`config.mk`:
```
export PLATFORM = sky130hd
export DESIGN_NAME = lfsr_seq_ctrl
export DESIGN_NICKNAME = d
export VERILOG_FILES = /design/src/rtl/lfsr_isa_pkg.sv /design/src/rtl/lfsr_op_decode.sv /design/src/rtl/lfsr_seq_ctrl.sv
export SDC_FILE = /design/constraint.sdc
export NUM_CORES = 1
export LEC_CHECK = 0
export BUFFER_PORTS_ARGS = -buffer_cell sky130_fd_sc_hd__buf_2
export CORE_MARGIN = 2
export CORE_UTILIZATION = 48
export CTS_CLUSTER_SIZE = 20
export DETAILED_ROUTE_END_ITERATION = 7
export PLACE_DENSITY = 0.73
export REMOVE_ABC_BUFFERS = 1
export SYNTH_ARGS = -nofsm -noshare
export SYNTH_HDL_FRONTEND = slang
export SYNTH_SLANG_ARGS = --single-unit
```
`constraint.sdc`:
```
create_clock -name clk -period 3.15 [get_ports clk]
set_clock_uncertainty 0.1 [all_clocks]
set_input_delay 0.315 -clock clk [delete_from_list [all_inputs] [get_ports clk]]
set_output_delay 0.315 -clock clk [all_outputs]
set_load 0.02 [all_outputs]
```
`src/rtl/lfsr_isa_pkg.sv`:
```
// Shared ISA definitions for the LFSR sequenced control unit: opcodes,
// FSM states, the strobe bundle and instruction field-position helpers.
package lfsr_isa_pkg;

  typedef enum logic [2:0] {
    OP_ST        = 3'b000,
    OP_LD        = 3'b001,
    OP_INIT_ADDR = 3'b010,
    OP_ADD_ADDR  = 3'b011,
    OP_CONFIG    = 3'b100,
    OP_INIT_L    = 3'b101,
    OP_RUN       = 3'b110,
    OP_HALT      = 3'b111
  } op_e;

  typedef enum logic [1:0] {
    S_EXEC   = 2'd0,
    S_MEM    = 2'd1,
    S_RUN    = 2'd2,
    S_HALTED = 2'd3
  } state_e;

  typedef struct packed {
    logic reg_wr;
    logic add;
    logic lfsr_seed;
    logic lfsr_tap;
    logic lfsr_lmem;
    logic lfsr_run;
    logic mem_wr;
    logic mem_req;
  } ctrl_t;

  // Channel field width; a single-channel build still carries one ch bit.
  function automatic int ch_width(input int nch);
    return (nch > 1) ? $clog2(nch) : 1;
  endfunction

  function automatic int instr_width(input int imm_w, input int ch_w);
    return 3 + ch_w + imm_w;
  endfunction

  function automatic int ch_lsb(input int imm_w);
    return imm_w;
  endfunction

  function automatic int op_lsb(input int imm_w, input int ch_w);
    return imm_w + ch_w;
  endfunction

  // Opcodes whose ch field selects an LFSR channel and must be range checked.
  function automatic logic uses_channel(input op_e op);
    return (op == OP_LD) || (op == OP_CONFIG) || (op == OP_INIT_L) || (op == OP_RUN);
  endfunction

endpackage

```
`src/rtl/lfsr_op_decode.sv`:
```
// Combinational opcode decoder: maps an instruction word to its issue-cycle
// strobes and one-hot channel, suppressing everything on an out-of-range channel.
module lfsr_op_decode import lfsr_isa_pkg::*; #(
  parameter int NCH = 2,
  parameter int IMM_W = 8,
  localparam int CH_W = ch_width(NCH),
  localparam int INSTR_W = instr_width(IMM_W, CH_W)
) (
  input  logic [INSTR_W-1:0] instr,
  output op_e                op,
  output ctrl_t              ctrl,
  output logic               ch_err,
  output logic [NCH-1:0]     ch_onehot,
  output logic [IMM_W-1:0]   imm
);

  logic [CH_W-1:0]      ch;
  logic [2**CH_W-1:0]   ch_valid;

  assign op  = op_e'(instr[op_lsb(IMM_W, CH_W) +: 3]);
  assign ch  = instr[ch_lsb(IMM_W) +: CH_W];
  assign imm = instr[IMM_W-1:0];

  for (genvar i = 0; i < 2**CH_W; i++) begin : g_valid
    assign ch_valid[i] = (i < NCH);
  end

  // Issue-cycle strobes per opcode, then the channel select and its range check.
  always_comb begin
    ctrl      = '0;
    ch_onehot = '0;
    ch_err    = 1'b0;
    case (op)
      OP_ST: begin
        ctrl.mem_req = 1'b1;
        ctrl.mem_wr  = 1'b1;
      end
      OP_LD:        ctrl.mem_req   = 1'b1;
      OP_INIT_ADDR: ctrl.reg_wr    = 1'b1;
      OP_ADD_ADDR: begin
        ctrl.reg_wr = 1'b1;
        ctrl.add    = 1'b1;
      end
      OP_CONFIG:    ctrl.lfsr_tap  = 1'b1;
      OP_INIT_L:    ctrl.lfsr_seed = 1'b1;
      OP_RUN:       ctrl.lfsr_run  = (imm != '0);
      default:      ctrl           = '0;
    endcase
    if (uses_channel(op)) begin
      if (ch_valid[ch]) begin
        for (int i = 0; i < NCH; i++) begin
          ch_onehot[i] = (ch == CH_W'(i));
        end
      end else begin
        ch_err = 1'b1;
        ctrl   = '0;
      end
    end
  end

endmodule

```
`src/rtl/lfsr_seq_ctrl.sv`:
```
// Sequenced control unit for the LFSR datapath: owns the program counter,
// the counted RUN loop, the ST/LD memory handshake and sticky halt/error status.
module lfsr_seq_ctrl import lfsr_isa_pkg::*; #(
  parameter int NCH = 2,
  parameter int IMM_W = 8,
  parameter int LFSR_W = 7,
  parameter int PC_W = 8,
  localparam int CH_W = ch_width(NCH),
  localparam int INSTR_W = instr_width(IMM_W, CH_W)
) (
  input  logic               clk,
  input  logic               reset,
  input  logic [INSTR_W-1:0] instr,
  input  logic               stall,
  input  logic               mem_ack,
  output logic [PC_W-1:0]    pc,
  output logic               reg_wr,
  output logic               add,
  output logic               lfsr_seed,
  output logic               lfsr_tap,
  output logic               lfsr_lmem,
  output logic               lfsr_run,
  output logic [NCH-1:0]     lfsr_ch,
  output logic               mem_req,
  output logic               mem_wr,
  output logic [IMM_W-1:0]   immi,
  output logic [LFSR_W-1:0]  lfsr_taps,
  output logic               halt,
  output logic               err
);

  state_e             state, state_next;
  logic [PC_W-1:0]    pc_next;
  logic [IMM_W-1:0]   cnt, cnt_next;
  logic [INSTR_W-1:0] instr_q, instr_q_next;
  logic               halt_next, err_next;
  logic [INSTR_W-1:0] active;
  op_e                op;
  ctrl_t              dec;
  ctrl_t              ctrl;
  logic               ch_err;
  logic [NCH-1:0]     ch_onehot;
  logic [IMM_W-1:0]   imm;
  logic               mem_done;

  // Multi-cycle ops keep decoding the latched word so the ROM output is free to change.
  assign active   = (state == S_EXEC) ? instr : instr_q;
  assign mem_done = dec.mem_req && mem_ack;

  lfsr_op_decode #(.NCH(NCH), .IMM_W(IMM_W)) u_decode (
    .instr     (active),
    .op        (op),
    .ctrl      (dec),
    .ch_err    (ch_err),
    .ch_onehot (ch_onehot),
    .imm       (imm)
  );

  // State register: FSM state, pc, run counter, latched instruction and sticky flags.
  always_ff @(posedge clk) begin
    if (!reset) begin
      state   <= S_EXEC;
      pc      <= '0;
      cnt     <= '0;
      instr_q <= '0;
      halt    <= 1'b0;
      err     <= 1'b0;
    end else begin
      state   <= state_next;
      pc      <= pc_next;
      cnt     <= cnt_next;
      instr_q <= instr_q_next;
      halt    <= halt_next;
      err     <= err_next;
    end
  end

  // Next-state logic: issue in EXEC, wait for ack in MEM, count down in RUN.
  always_comb begin
    state_next   = state;
    pc_next      = pc;
    cnt_next     = cnt;
    instr_q_next = instr_q;
    halt_next    = halt;
    err_next     = err;
    case (state)
      S_EXEC: begin
        if (!stall) begin
          if (ch_err) begin
            state_next = S_HALTED;
            halt_next  = 1'b1;
            err_next   = 1'b1;
          end else begin
            case (op)
              OP_ST, OP_LD: begin
                if (mem_ack) begin
                  pc_next = pc + PC_W'(1);
                end else begin
                  instr_q_next = instr;
                  state_next   = S_MEM;
                end
              end
              OP_RUN: begin
                if (imm > IMM_W'(1)) begin
                  instr_q_next = instr;
                  cnt_next     = imm - IMM_W'(1);
                  state_next   = S_RUN;
                end else begin
                  pc_next = pc + PC_W'(1);
                end
              end
              OP_HALT: begin
                state_next = S_HALTED;
                halt_next  = 1'b1;
              end
              default: pc_next = pc + PC_W'(1);
            endcase
          end
        end
      end
      S_MEM: begin
        if (mem_ack) begin
          pc_next    = pc + PC_W'(1);
          state_next = S_EXEC;
        end
      end
      S_RUN: begin
        if (cnt == IMM_W'(1)) begin
          cnt_next   = '0;
          pc_next    = pc + PC_W'(1);
          state_next = S_EXEC;
        end else begin
          cnt_next = cnt - IMM_W'(1);
        end
      end
      default: state_next = S_HALTED;
    endcase
  end

  // Output logic: decoded strobes plus completion pulses, all forced low in reset.
  always_comb begin
    ctrl    = '0;
    lfsr_ch = '0;
    if (reset) begin
      case (state)
        S_EXEC, S_MEM: begin
          if (state == S_MEM || !stall) begin
            ctrl    = dec;
            lfsr_ch = ch_onehot;
            if (mem_done) begin
              ctrl.add = 1'b1;
              if (op == OP_LD) begin
                ctrl.lfsr_seed = 1'b1;
                ctrl.lfsr_lmem = 1'b1;
              end
            end
          end
        end
        S_RUN: begin
          ctrl    = dec;
          lfsr_ch = ch_onehot;
        end
        default: ctrl = '0;
      endcase
    end
  end

  assign reg_wr    = ctrl.reg_wr;
  assign add       = ctrl.add;
  assign lfsr_seed = ctrl.lfsr_seed;
  assign lfsr_tap  = ctrl.lfsr_tap;
  assign lfsr_lmem = ctrl.lfsr_lmem;
  assign lfsr_run  = ctrl.lfsr_run;
  assign mem_req   = ctrl.mem_req;
  assign mem_wr    = ctrl.mem_wr;
  assign immi      = imm;
  assign lfsr_taps = imm[LFSR_W-1:0];

endmodule

```
==> results of run 1 <==
[kinds of logic (layout without fill, tap and decap cells)]
logic type      Yosys count  after routing
other cells               1              1
fa+ha+maj                10             10
flops                    31             31
buf+inv                  45             86
mux                      22             22
xor+xnor                  4              4
compound gates           98             98
simple gates            130            130
[path summary, 6_finish.rpt]
kind	startpoint	endpoint	depth (start not counted)
min	instr[7]	instr_q[7]$_SDFFE_PN0P_	3
max reg2reg	state[0]$_SDFFE_PN0P_	cnt[0]$_SDFFE_PN0P_	10
min reg2reg	instr_q[7]$_SDFFE_PN0P_	instr_q[7]$_SDFFE_PN0P_	2
max	state[0]$_SDFFE_PN0P_	cnt[0]$_SDFFE_PN0P_	10
[flip-flops by register name (all words and copies together) (netlist names)]
register and cells:
halt 1, cnt 8, pc 8, state 2, instr_q 12
[power by group through the flow]
stage	sequential, mW	clock (mW)	combinational, mW
2_1_floorplan	0.548	0	1.43
3_3_place_gp	0.551	0	1.94
3_5_place_dp	0.555	0	1.97
4_1_cts	0.546	0.363	1.98
5_1_grt	0.559	0.378	2.18
6_report	0.547	0.354	1.99
[per-layer routing]
metal,share of wire (%),up-vias
met2,47,108
met3,6.0,5
met4,1.1,0
met1,46,1252
li1,-,1347
met5,0,-
[synthesized netlist by cell type, types with 3 or more instances]
master / count / share of area [%]
nand2_1: 40 / 5.6
dfxtp_1: 31 / 23
nor2_1: 23 / 3.2
a21oi_1: 22 / 4.1
inv_1: 18 / 2.5
mux2i_1: 16 / 6.0
nor3_1: 15 / 2.8
o21ai_0: 14 / 2.6
ha_1: 10 / 4.7
buf_4: 9 / 2.5
nand3_1: 9 / 1.7
nor2b_1: 7 / 1.6
nor3b_1: 7 / 2.0
a211oi_1: 6 / 1.7
clkbuf_1: 6 / 0.85
mux2_2: 6 / 2.5
o22ai_1: 6 / 1.4
buf_2: 5 / 0.94
a21o_1: 4 / 1.1
o31ai_1: 4 / 1.1
xnor2_1: 4 / 1.3
a32o_1: 3 / 1.1
clkbuf_8: 3 / 1.5
nand2b_1: 3 / 0.70
nand4_1: 3 / 0.70
o221a_2: 3 / 1.3
o221ai_1: 3 / 0.99
o311ai_0: 3 / 0.99
o41ai_1: 3 / 0.99
or3_1: 3 / 0.70
or4_1: 3 / 0.85
[through the flow]
stage	hold WS (ns)	setup slack, ns	total power [mW]
floorplan	0.3325	-0.6965	1.977
global placement	0.3426	0.3986	2.495
detailed placement	0.3536	0.3479	2.523
CTS	0.1827	0.3072	2.885
global route	0.1993	0.04941	3.117
finish	0.1836	0.2818	2.891
[critical path: stages, from the launching register on]
cell	delay, ns
dfxtp_1	0.33
inv_1	0.10
ha_1	0.40
mux2_2	0.42
inv_1	0.11
ha_1	0.18
buf_4	0.14
nor2_1	0.06
o21ai_1	0.42
a222oi_1	0.17
a311oi_1	0.32
[layout make-up]
| type | instances | area, um2 | share of cell area, % |
|---|---|---|---|
| multi-input cells | 265 | 1790 | 59.58 |
| flip-flops and latches | 31 | 620.6 | 20.65 |
| repair buffers | 59 | 332.8 | 11.07 |
| clock buffers | 8 | 100.1 | 3.331 |
| well taps | 72 | 90.09 | 2.998 |
| inverters | 19 | 71.32 | 2.373 |
==> summary.txt, run 1 <==
Run status
  • Status: finished clean

Clock tree
  • Clock latency on the worst-skew pair: 0.29 ns
  • TritonCTS Buffers: 5
  • H-tree levels: 2
  • Resized cells post-CTS: 0
  • Clock Tree Buf Depth: 2
  • CTS Root Cell: clkbuf_8
  • CTS tree: done
  • Setup bufs post-CTS: 0
  • Hold Buf Count CTS: 0
  • Sink Count: 31
  • Reg clk slew, reported paths: 0.07 ns

Synth
  • Asr flop ratio synth: 0%
  • Main combinational cell family by area after synthesis: compound AO/OA/AOI/OAI gates
  • Mux cell area share after synthesis: 8.545%
  • Synth Area in Adders: 4.695%
  • Synth Instances: 341
  • Post-synth EDFFs: 0
  • Xor/xnor share of the synthesized area: 1.315%
  • Seq/Total Area, Yosys: 23.29%
  • Mapped cell area: 0.002665 mm2
  • Commonest register cell after synthesis: dfxtp_1
  • Synth Area in Compound Gates: 26.38%
  • Syn. warnings: 0
  • Yosys reg bits: 31
  • Avg Cell Area, Syn: 7.815 um2
  • Netlist cell types: 69
  • Synth Area in Simple Gates: 26.10%

Pwr
  • Net Switching: 1.437 mW
  • Comb pwr share: 68.9%
  • Pwr dens: 961.9 mW/mm2
  • Int Pwr: 1.454 mW
  • Pleak: 1.292 nW
  • Max VDD drop: 0.6751 mV
  • Clock network fraction of design power: 12.2%
  • Flop pwr share: 18.9%
  • Sw frac: 49.70%

Critical path
  • Critical Path End Type: register
  • CP Max Fanout: 7
  • Critical Path RT: 3.22 ns
  • WP data arrival: 2.94 ns
  • R2r setup slk: 0.28 ns
  • Setup CP Type: register to register
  • Critical Path Start Type: register

Global route
  • GR Util All Layers: 22.49%
  • GRT met3 Usage: 4.023%
  • Total gr overflow: 0
  • Initial antenna violation count: 0
  • Number of global-route vias before repair: 2407
  • Global-route wire length before repair: 11320 um
  • GR peak layer: met2
  • Met1 Use GR: 29.69%
  • Largest net degree at the start of global routing: 37
  • Met2 usage: 37.44%

Drt
  • Antenna-violating nets left: 0
  • Drt via density: 5.974
  • # DRC: 0
  • Drt first pass iters: 5
  • DR iter-0 viols: 185
  • Detailed-route via count: 2712
  • WL per Instance: 14.98 um
  • WL final: 6800 um

STA
  • Fin. Hold Viols: 0
  • RSZ-0062 raised after global routing: false
  • Setup_tns: 0 ns
  • Normalized max-slew margin: 59.77%
  • Final Setup Violations: 0
  • Fin crit share: 91.05%
  • Min Tclk post-route: 2.868 ns
  • Max Freq: 0.3486 GHz
  • Worst-Margin Slew: 0.5988 ns
  • Max Slew Vio Count: 0

Final layout
  • Post-layout util: 55.26%
  • Most frequent cells in the layout: 49 x buf_2, 40 x nand2_1, 31 x dfxtp_1
  • Share of cells above drive strength 1: 22.77%
  • Layout area overhead: 12.77%
  • Fin nets: 407
  • ANT cells: 0
  • Most common cell after layout, fill and taps aside: buf_2
  • Non-Filler Instances: 454
  • Post-route cell area: 0.003005 mm2
  • FILL cells: 530

Place
  • Placed cells: 446
  • Cell Area, Placed: 0.002905 mm2
  • Hpwl dp: 5059 um
  • IO buf count: 49
  • GPL Wtd Cong: 0.9544

Floorplanning
  • Rows: 27
  • Io pins: 51
  • Starting Density: 49.00%
  • Die area: 0.006165 mm2
  • Core area: 0.005439 mm2
  • Die Ht: 78.52 um
  • Die width: 78.52 um

Run
  • Max-cap violations: 0

Hold path
  • Worst Hold Class: input port to register
(Power assumes the default switching activity.)
==> run 2: changes to the inputs <==
CELL_PAD_IN_SITES_DETAIL_PLACEMENT = 1   (was not set)
CELL_PAD_IN_SITES_GLOBAL_PLACEMENT = 2   (was not set)
CORE_UTILIZATION = 32   (was 48)
PLACE_DENSITY = not set   (was 0.73)
PLACE_DENSITY_LB_ADDON = 0.1   (was not set)
clock period = 3.27 ns   (was 3.15 ns; I/O delays follow)
==> summary.txt, run 2 (synthesis gave the netlist of run 1 again) <==
Run status
  • Status: finished clean

Clock tree
  • H-tree levels: 2 (unchanged)
  • CTS Root Cell: clkbuf_8
  • Clock Tree Buf Depth: 2 (unchanged)
  • Reg clk slew, reported paths: 0.08 ns (about the same)
  • Resized cells post-CTS: 0 (unchanged)
  • Clock latency on the worst-skew pair: 0.29 ns (about the same)
  • Setup bufs post-CTS: 0 (unchanged)
  • CTS tree: done
  • Hold Buf Count CTS: 0 (unchanged)
  • TritonCTS Buffers: 5 (unchanged)
  • Sink Count: 31 (unchanged)

Pwr
  • Flop pwr share: 18.1% (-0.8 points)
  • Clock network fraction of design power: 14.1% (+1.9 points)
  • Pwr dens: 957.7 mW/mm2 (-0.44%)
  • Total power: 2.920 mW (+1.0%)
  • Net Switching: 1.466 mW (+2.0%)
  • Int Pwr: 1.454 mW (about the same)
  • Sw frac: 50.21% (+0.51 points)
  • Comb pwr share: 67.8% (-1.1 points)
  • Pleak: 1.292 nW (about the same)
  • Max VDD drop: 0.4469 mV (-34%)

STA
  • Worst-Margin Slew: 0.7121 ns (+0.1133 ns)
  • Min Tclk post-route: 2.918 ns (+0.04972 ns)
  • Max Freq: 0.3427 GHz (-1.7%)
  • Max Slew Vio Count: 0 (unchanged)
  • Fin. Hold Viols: 0 (unchanged)
  • RSZ-0062 raised after global routing: false
  • Final Worst Setup Slack: 0.3520 ns (+0.07028 ns)
  • Normalized max-slew margin: 52.03% (-7.7 points)
  • Final Setup Violations: 0 (unchanged)
  • Hold WS: 0.2030 ns (+0.01939 ns)
  • Fin crit share: 89.23% (-1.8 points)

Final layout
  • FILL cells: 996 (+88%)
  • Regs by FF count: instr_q x12, cnt x8, pc x8
  • Register with the most flip-flops: instr_q
  • Share of cells above drive strength 1: 22.63% (-0.14 points)
  • Post-route cell area: 0.003049 mm2 (+1.5%)
  • ANT cells: 0 (unchanged)
  • Layout area overhead: 14.41%
  • Most frequent cells in the layout: 49 x buf_2, 40 x nand2_1, 31 x dfxtp_1
  • Max FFs per register: 12 (unchanged)
  • Most common cell after layout, fill and taps aside: buf_2
  • Fin nets: 405 (-0.49%)

Place
  • GPL Wtd Cong: 0.8322 (-13%)
  • Hpwl dp: 6350 um (+26%)
  • IO buf count: 49 (unchanged)
  • Dpl ws: 0.3424 ns (-0.005508 ns)
  • Cell Area, Placed: 0.002932 mm2 (+0.90%)

Drt
  • DR iter-0 viols: 66 (-64%)
  • Antenna-violating nets left: 0 (unchanged)
  • Detailed-route via count: 2692 (-0.74%)
  • WL per Instance: 17.20 um (+15%)
  • WL final: 8344 um (+23%)
  • Drt first pass iters: 6 (+1)
  • Drt via density: 5.551 (-7.1%)
  • # DRC: 0 (unchanged)

Hold path
  • Hold_sp: instr[8]
  • Worst Hold Class: input port to register
  • Hold Path Depth: 3 (unchanged)
  • Hold Path End: instr_q[8]$_SDFFE_PN0P_

Floorplanning
  • Rows: 33 (+22%)
  • Core area: 0.008134 mm2 (+50%)
  • Starting Density: 32.76% (-16 points)
  • Die area: 0.009074 mm2 (+47%)
  • Die width: 95.26 um (+21%)
  • Die Ht: 95.26 um (+21%)
  • Io pins: 51 (unchanged)

Critical path
  • RR Startpoint: state[1]$_SDFFE_PN0P_
  • Critical Path End Type: register
  • Reg2Reg Capture Point: cnt[0]$_SDFFE_PN0P_
  • Cell chain of the critical path: inv_1, ha_1, buf_12, nor3b_1, o221ai_1, o21ai_1, a222oi_1, a311oi_1
  • CP max stage cell: o21ai_1
  • Critical path buffer and inverter count: 2 (-1)
  • Critical Path Start Type: register
  • Critical Path RT: 3.34 ns (+0.12 ns)
  • Levels on crit path: 8 (-2)
  • R2r setup slk: 0.35 ns (+0.07 ns)
  • Top Family by Delay on Critical Path: compound AO/OA/AOI/OAI gates
  • CP Max Fanout: 40 (+33)
  • CP peak stage delay: 0.50 ns (+0.08 ns)
  • Worst reg2reg path depth: 8 (-2)
  • WP data arrival: 2.99 ns (+0.05 ns)
  • Setup CP Type: register to register

Run
  • Max-cap violations: 0 (unchanged)

Global route
  • Total gr overflow: 0 (unchanged)
  • Number of global-route vias before repair: 2753 (+14%)
  • GR Util All Layers: 19.66% (-2.8 points)
  • Largest net degree at the start of global routing: 41 (+11%)
  • Initial antenna violation count: 0 (unchanged)
  • Global-route wire length before repair: 13930 um (+23%)
[run 2: cell count changes in the layout (fill, tap and decap cells not counted), sizes merged]
cell / delta
clkbuf: -2
clkinv: +1
buf: -2
bufinv: +1
[run 2: how the worst max path moves through the flow]
stage                                     start                       to
after CTS                 state[1]$_SDFFE_PN0P_      cnt[0]$_SDFFE_PN0P_
after global placement    state[0]$_SDFFE_PN0P_      cnt[0]$_SDFFE_PN0P_
after global routing      state[1]$_SDFFE_PN0P_      cnt[0]$_SDFFE_PN0P_
final                     state[1]$_SDFFE_PN0P_      cnt[0]$_SDFFE_PN0P_
after floorplan           state[0]$_SDFFE_PN0P_  instr_q[0]$_SDFFE_PN0P_
after detailed placement  state[0]$_SDFFE_PN0P_      cnt[0]$_SDFFE_PN0P_
[run 2: final cells by class]
cell class	count	area (um2)	share of cell area, %
Tap cell	105	131.4	4.309
Clock buffer	6	82.58	2.708
Inverter	19	71.32	2.339
Timing Repair Buffer	57	317.8	10.42
Sequential cell	31	620.6	20.35
Clock inverter	2	35.03	1.149
Multi-Input combinational cell	265	1790	58.72
[run 2: metrics by stage]
stage / utilization (%) / instances / setup TNS [ns]
final: 37.49 / 485 / 0
after global routing: 37.49 / 485 / 0
after CTS: 37.49 / 485 / 0
after detailed placement: 36.04 / 477 / 0
after global placement: 36.04 / 477 / 0
after floorplan: - / 315 / -7.194
[run 2: worst min-delay path: cells and delay by family]
family | cells | cell delay [ns]
and+or+nand+nor | 1 | 0.05
buffers and inverters | 1 | 0.10
muxes | 1 | 0.05
[run 2: per-layer routing]
layer | global-route usage (%) | wire length [um] | vias to the layer above | part of all wire [%]
met5 | 0 | 0 | - | 0
met4 | 6.401 | 142 | 0 | 1.7
met3 | 3.241 | 273 | 10 | 3.3
met2 | 33.57 | 3933 | 50 | 47
met1 | 25.10 | 3995 | 1294 | 48
li1 | - | - | 1338 | -
[run 2: power groups by stage]
stage                     Sequential, mW  Clock, mW  Combinational [mW]
after floorplan                    0.528          0                1.38
after global placement             0.536          0                1.99
after detailed placement           0.537          0                1.99
after CTS                          0.528      0.437                2.00
after global routing               0.542      0.451                2.19
final                              0.528      0.412                1.98
==> run 3: changes to the inputs <==
SYNTH_HIERARCHICAL = 1   (was not set)
==> summary.txt, run 3 <==
Critical path
  • Critical Path Start Type: register
  • WP data arrival: 3.12 ns (+0.13 ns)
  • CP max stage cell: or4_4
  • CP peak stage delay: 0.60 ns (+0.10 ns)
  • CP Max Fanout: 9 (-78%)
  • Cell chain of the critical path: inv_1, ha_2, mux2_2, or4_4, nor4_2, o211ai_2, buf_4, o221a_1
  • Critical Path RT: 3.35 ns (about the same)
  • Setup CP Type: register to register
  • Critical Path End Type: register

Place
  • Hpwl dp: 5552 um (-13%)
  • GPL Wtd Cong: 0.7557 (-9.2%)
  • Dpl ws: 0.1086 ns (-0.2338 ns)
  • IO buf count: 50 (+2.0%)

Drt
  • WL final: 7432 um (-11%)
  • DR iter-0 viols: 62 (-6.1%)
  • Antenna-violating nets left: 0 (unchanged)
  • Drt via density: 5.229 (-5.8%)
  • Drt first pass iters: 4 (-2)
  • # DRC: 0 (unchanged)
  • WL per Instance: 16.37 um (-4.8%)
  • Detailed-route via count: 2374 (-12%)

STA
  • Fin crit share: 93.00% (+3.8 points)
  • Fin. Hold Viols: 0 (unchanged)
  • Normalized max-slew margin: 56.81% (+4.8 points)
  • Hold WS: 0.1916 ns (-0.01137 ns)
  • Max Slew Vio Count: 0 (unchanged)
  • Final Worst Setup Slack: 0.2290 ns (-0.1230 ns)
  • Final Setup Violations: 0 (unchanged)
  • RSZ-0062 raised after global routing: false
  • Max Freq: 0.3288 GHz (-4.0%)
  • Min Tclk post-route: 3.041 ns (+0.1230 ns)
  • Worst-Margin Slew: 0.6429 ns (-0.06914 ns)

Clock tree
  • Setup bufs post-CTS: 0 (unchanged)
  • Sink Count: 32 (+3.2%)
  • H-tree levels: 2 (unchanged)
  • CTS tree: done
  • CTS Root Cell: clkbuf_8
  • TritonCTS Buffers: 5 (unchanged)
  • Clock latency on the worst-skew pair: 0.28 ns (about the same)
  • Reg clk slew, reported paths: 0.08 ns (about the same)
  • Clock Tree Buf Depth: 2 (unchanged)

Floorplanning
  • Rows: 32 (-3.0%)
  • Starting Density: 32.96% (+0.19 points)
  • Die width: 92.98 um (-2.4%)
  • Die area: 0.008645 mm2 (-4.7%)
  • Io pins: 51 (unchanged)
  • Die Ht: 92.98 um (-2.4%)
  • Core area: 0.007687 mm2 (-5.5%)

Pwr
  • Net Switching: 1.375 mW (-6.2%)
  • Int Pwr: 1.453 mW (about the same)
  • Max VDD drop: 0.3993 mV (-11%)
  • Clock network fraction of design power: 15.3% (+1.2 points)
  • Comb pwr share: 67.1% (-0.7 points)
  • Flop pwr share: 17.7% (-0.4 points)
  • Sw frac: 48.62% (-1.6 points)
  • Pwr dens: 964.7 mW/mm2 (+0.74%)
  • Pleak: 1.202 nW (-6.9%)

Hold path
  • Worst Hold Class: input port to register

Synth
  • Top cells by area, synth: dfxtp_1 25%, mux2i_1 6.3%, buf_4 6.2%
  • Mapped cell area: 0.002534 mm2 (-4.9%)
  • Yosys reg bits: 32 (+3.2%)
  • Avg Cell Area, Syn: 8.069 um2 (+3.2%)
  • Commonest register cell after synthesis: dfxtp_1
  • Post-synth top area share: 25.28% (+2.0 points)
  • Xor/xnor share of the synthesized area: 1.728% (+0.41 points)
  • Yosys top cell by area: dfxtp_1
  • Synth Area in Compound Gates: 23.90% (-2.5 points)
  • Netlist cell types: 63 (-8.7%)
  • Syn. warnings: 6 (+6)
  • Post-synth top cells: 32 x dfxtp_1, 32 x nor2_1, 25 x a21oi_1
  • Synth Area in Adders: 4.444% (-0.25 points)
  • Synth Instances: 314 (-7.9%)
  • Mux cell area share after synthesis: 12.10% (+3.6 points)
  • Post-synth EDFFs: 0 (unchanged)
  • Asr flop ratio synth: 0% (unchanged)
  • Main combinational cell family by area after synthesis: compound AO/OA/AOI/OAI gates
  • Synth Area in Simple Gates: 22.12% (-4.0 points)
  • Seq/Total Area, Yosys: 25.28% (+2.0 points)

Final layout
  • ANT cells: 0 (unchanged)
  • Share of cells above drive strength 1: 27.56% (+4.9 points)
  • Max FFs per register: 12 (unchanged)
  • Most common cell after layout, fill and taps aside: buf_2
  • Layout area overhead: 15.70%
  • Most frequent cells in the layout: 50 x buf_2, 32 x nor2_1, 32 x dfxtp_1
  • Fin nets: 376 (-7.2%)
  • Regs by FF count: instr_q x12, cnt x8, pc x8
  • Register with the most flip-flops: instr_q
  • FILL cells: 973 (-2.3%)

Run status
  • Status: finished clean

Global route
  • Largest net degree at the start of global routing: 27 (-34%)
  • Initial antenna violation count: 0 (unchanged)
  • Number of global-route vias before repair: 2467 (-10%)
  • Total gr overflow: 0 (unchanged)
  • GR Util All Layers: 17.90% (-1.8 points)
  • Global-route wire length before repair: 12440 um (-11%)

Run
  • Max-cap violations: 0 (unchanged)
run 3: cell types whose count changed in the layout (fill, tap and decap cells not counted), moves of 4 or more:
cell     previous run  this run
nor3b_1             7         3
inv_1              18        13
mux2_2              6        13
nor3_1             15         7
and2_1              2         9
o21ai_0            14         3
o21ai_1             1         7
nor2_1             23        32
xor2_1              0         4
nand2_1            40        22
run 3: per-layer routing:
layer / wire length [um] / part of all wire, % / vias to the layer above / global-route usage (%)
li1: - / - / 1180 / -
met4: 78 / 1.0 / 0 / 3.922
met2: 3432 / 46 / 31 / 28.68
met3: 215 / 2.9 / 8 / 3.143
met5: 0 / 0 / - / 0
met1: 3706 / 50 / 1155 / 25.16
run 3: worst max-delay path: cells and delay by family, from the launching register on:
kind | cells | cell delay [ns]
AND/OR/NAND/NOR | 2 | 0.92
AO/OA/AOI/OAI | 2 | 0.52
multiplexers | 1 | 0.42
buffers and inverters | 2 | 0.34
flip-flops | 1 | 0.33
adder cells (fa/ha/maj) | 1 | 0.31
run 3: layout make-up:
type	count	area, um2	area share, %
sequential	32	640.6	21.85
multi-input combinational	237	1639	55.91
clock buffer	7	96.34	3.286
inverter	14	52.55	1.793
timing repair buffer	61	345.3	11.78
clock inverter	1	30.03	1.024
tap	102	127.6	4.353
run 3: cells by family after synthesis:
kind of cell | count (synthesis)
compound gates | 83
buf+inv | 46
flops | 32
simple gates | 109
other cells | 1
xor+xnor | 5
fa+ha+maj | 9
mux | 29
run 3: what timing repair did:
| item | in CTS | in global routing |
|---|---|---|
| gates resized for setup | 0 | 1 |
| hold buffers | 0 | 0 |
| setup endpoints to repair | 0 | 6 |
run 3: per-stage QoR:
step / utilization [%] / TNS [ns] / instances / cell area (um2) / total power, mW
finish: 38.13 / 0 / 454 / 2932 / 2.828
global placement: 36.46 / 0 / 446 / 2803 / 2.403
floorplan: - / -3.031 / 283 / 2330 / 1.829
detailed placement: 36.46 / 0 / 446 / 2803 / 2.410
global route: 38.13 / 0 / 454 / 2932 / 3.064
CTS: 38.10 / 0 / 454 / 2929 / 2.859
run 3: worst paths after layout:
path / from / to / slack [ns] / cells after the start
hold reg to reg: cnt[1]$_SDFFE_PN0P_ / cnt[1]$_SDFFE_PN0P_ / 0.38 / 2
setup reg to reg: state[1]$_SDFFE_PN0P_ / pc[7]$_SDFFE_PN0P_ / 0.23 / 8
setup / recovery: state[1]$_SDFFE_PN0P_ / pc[7]$_SDFFE_PN0P_ / 0.23 / 8
hold / removal: instr[7] / instr_q[7]$_SDFFE_PN0P_ / 0.19 / 3
run 3: power groups by stage:
| stage | sequential, mW | combinational [mW] | clock, mW |
|---|---|---|---|
| after floorplan | 0.511 | 1.32 | 0 |
| after global placement | 0.507 | 1.90 | 0 |
| after detailed placement | 0.510 | 1.90 | 0 |
| after CTS | 0.500 | 1.92 | 0.444 |
| after global routing | 0.510 | 2.09 | 0.461 |
| final | 0.499 | 1.90 | 0.432 |
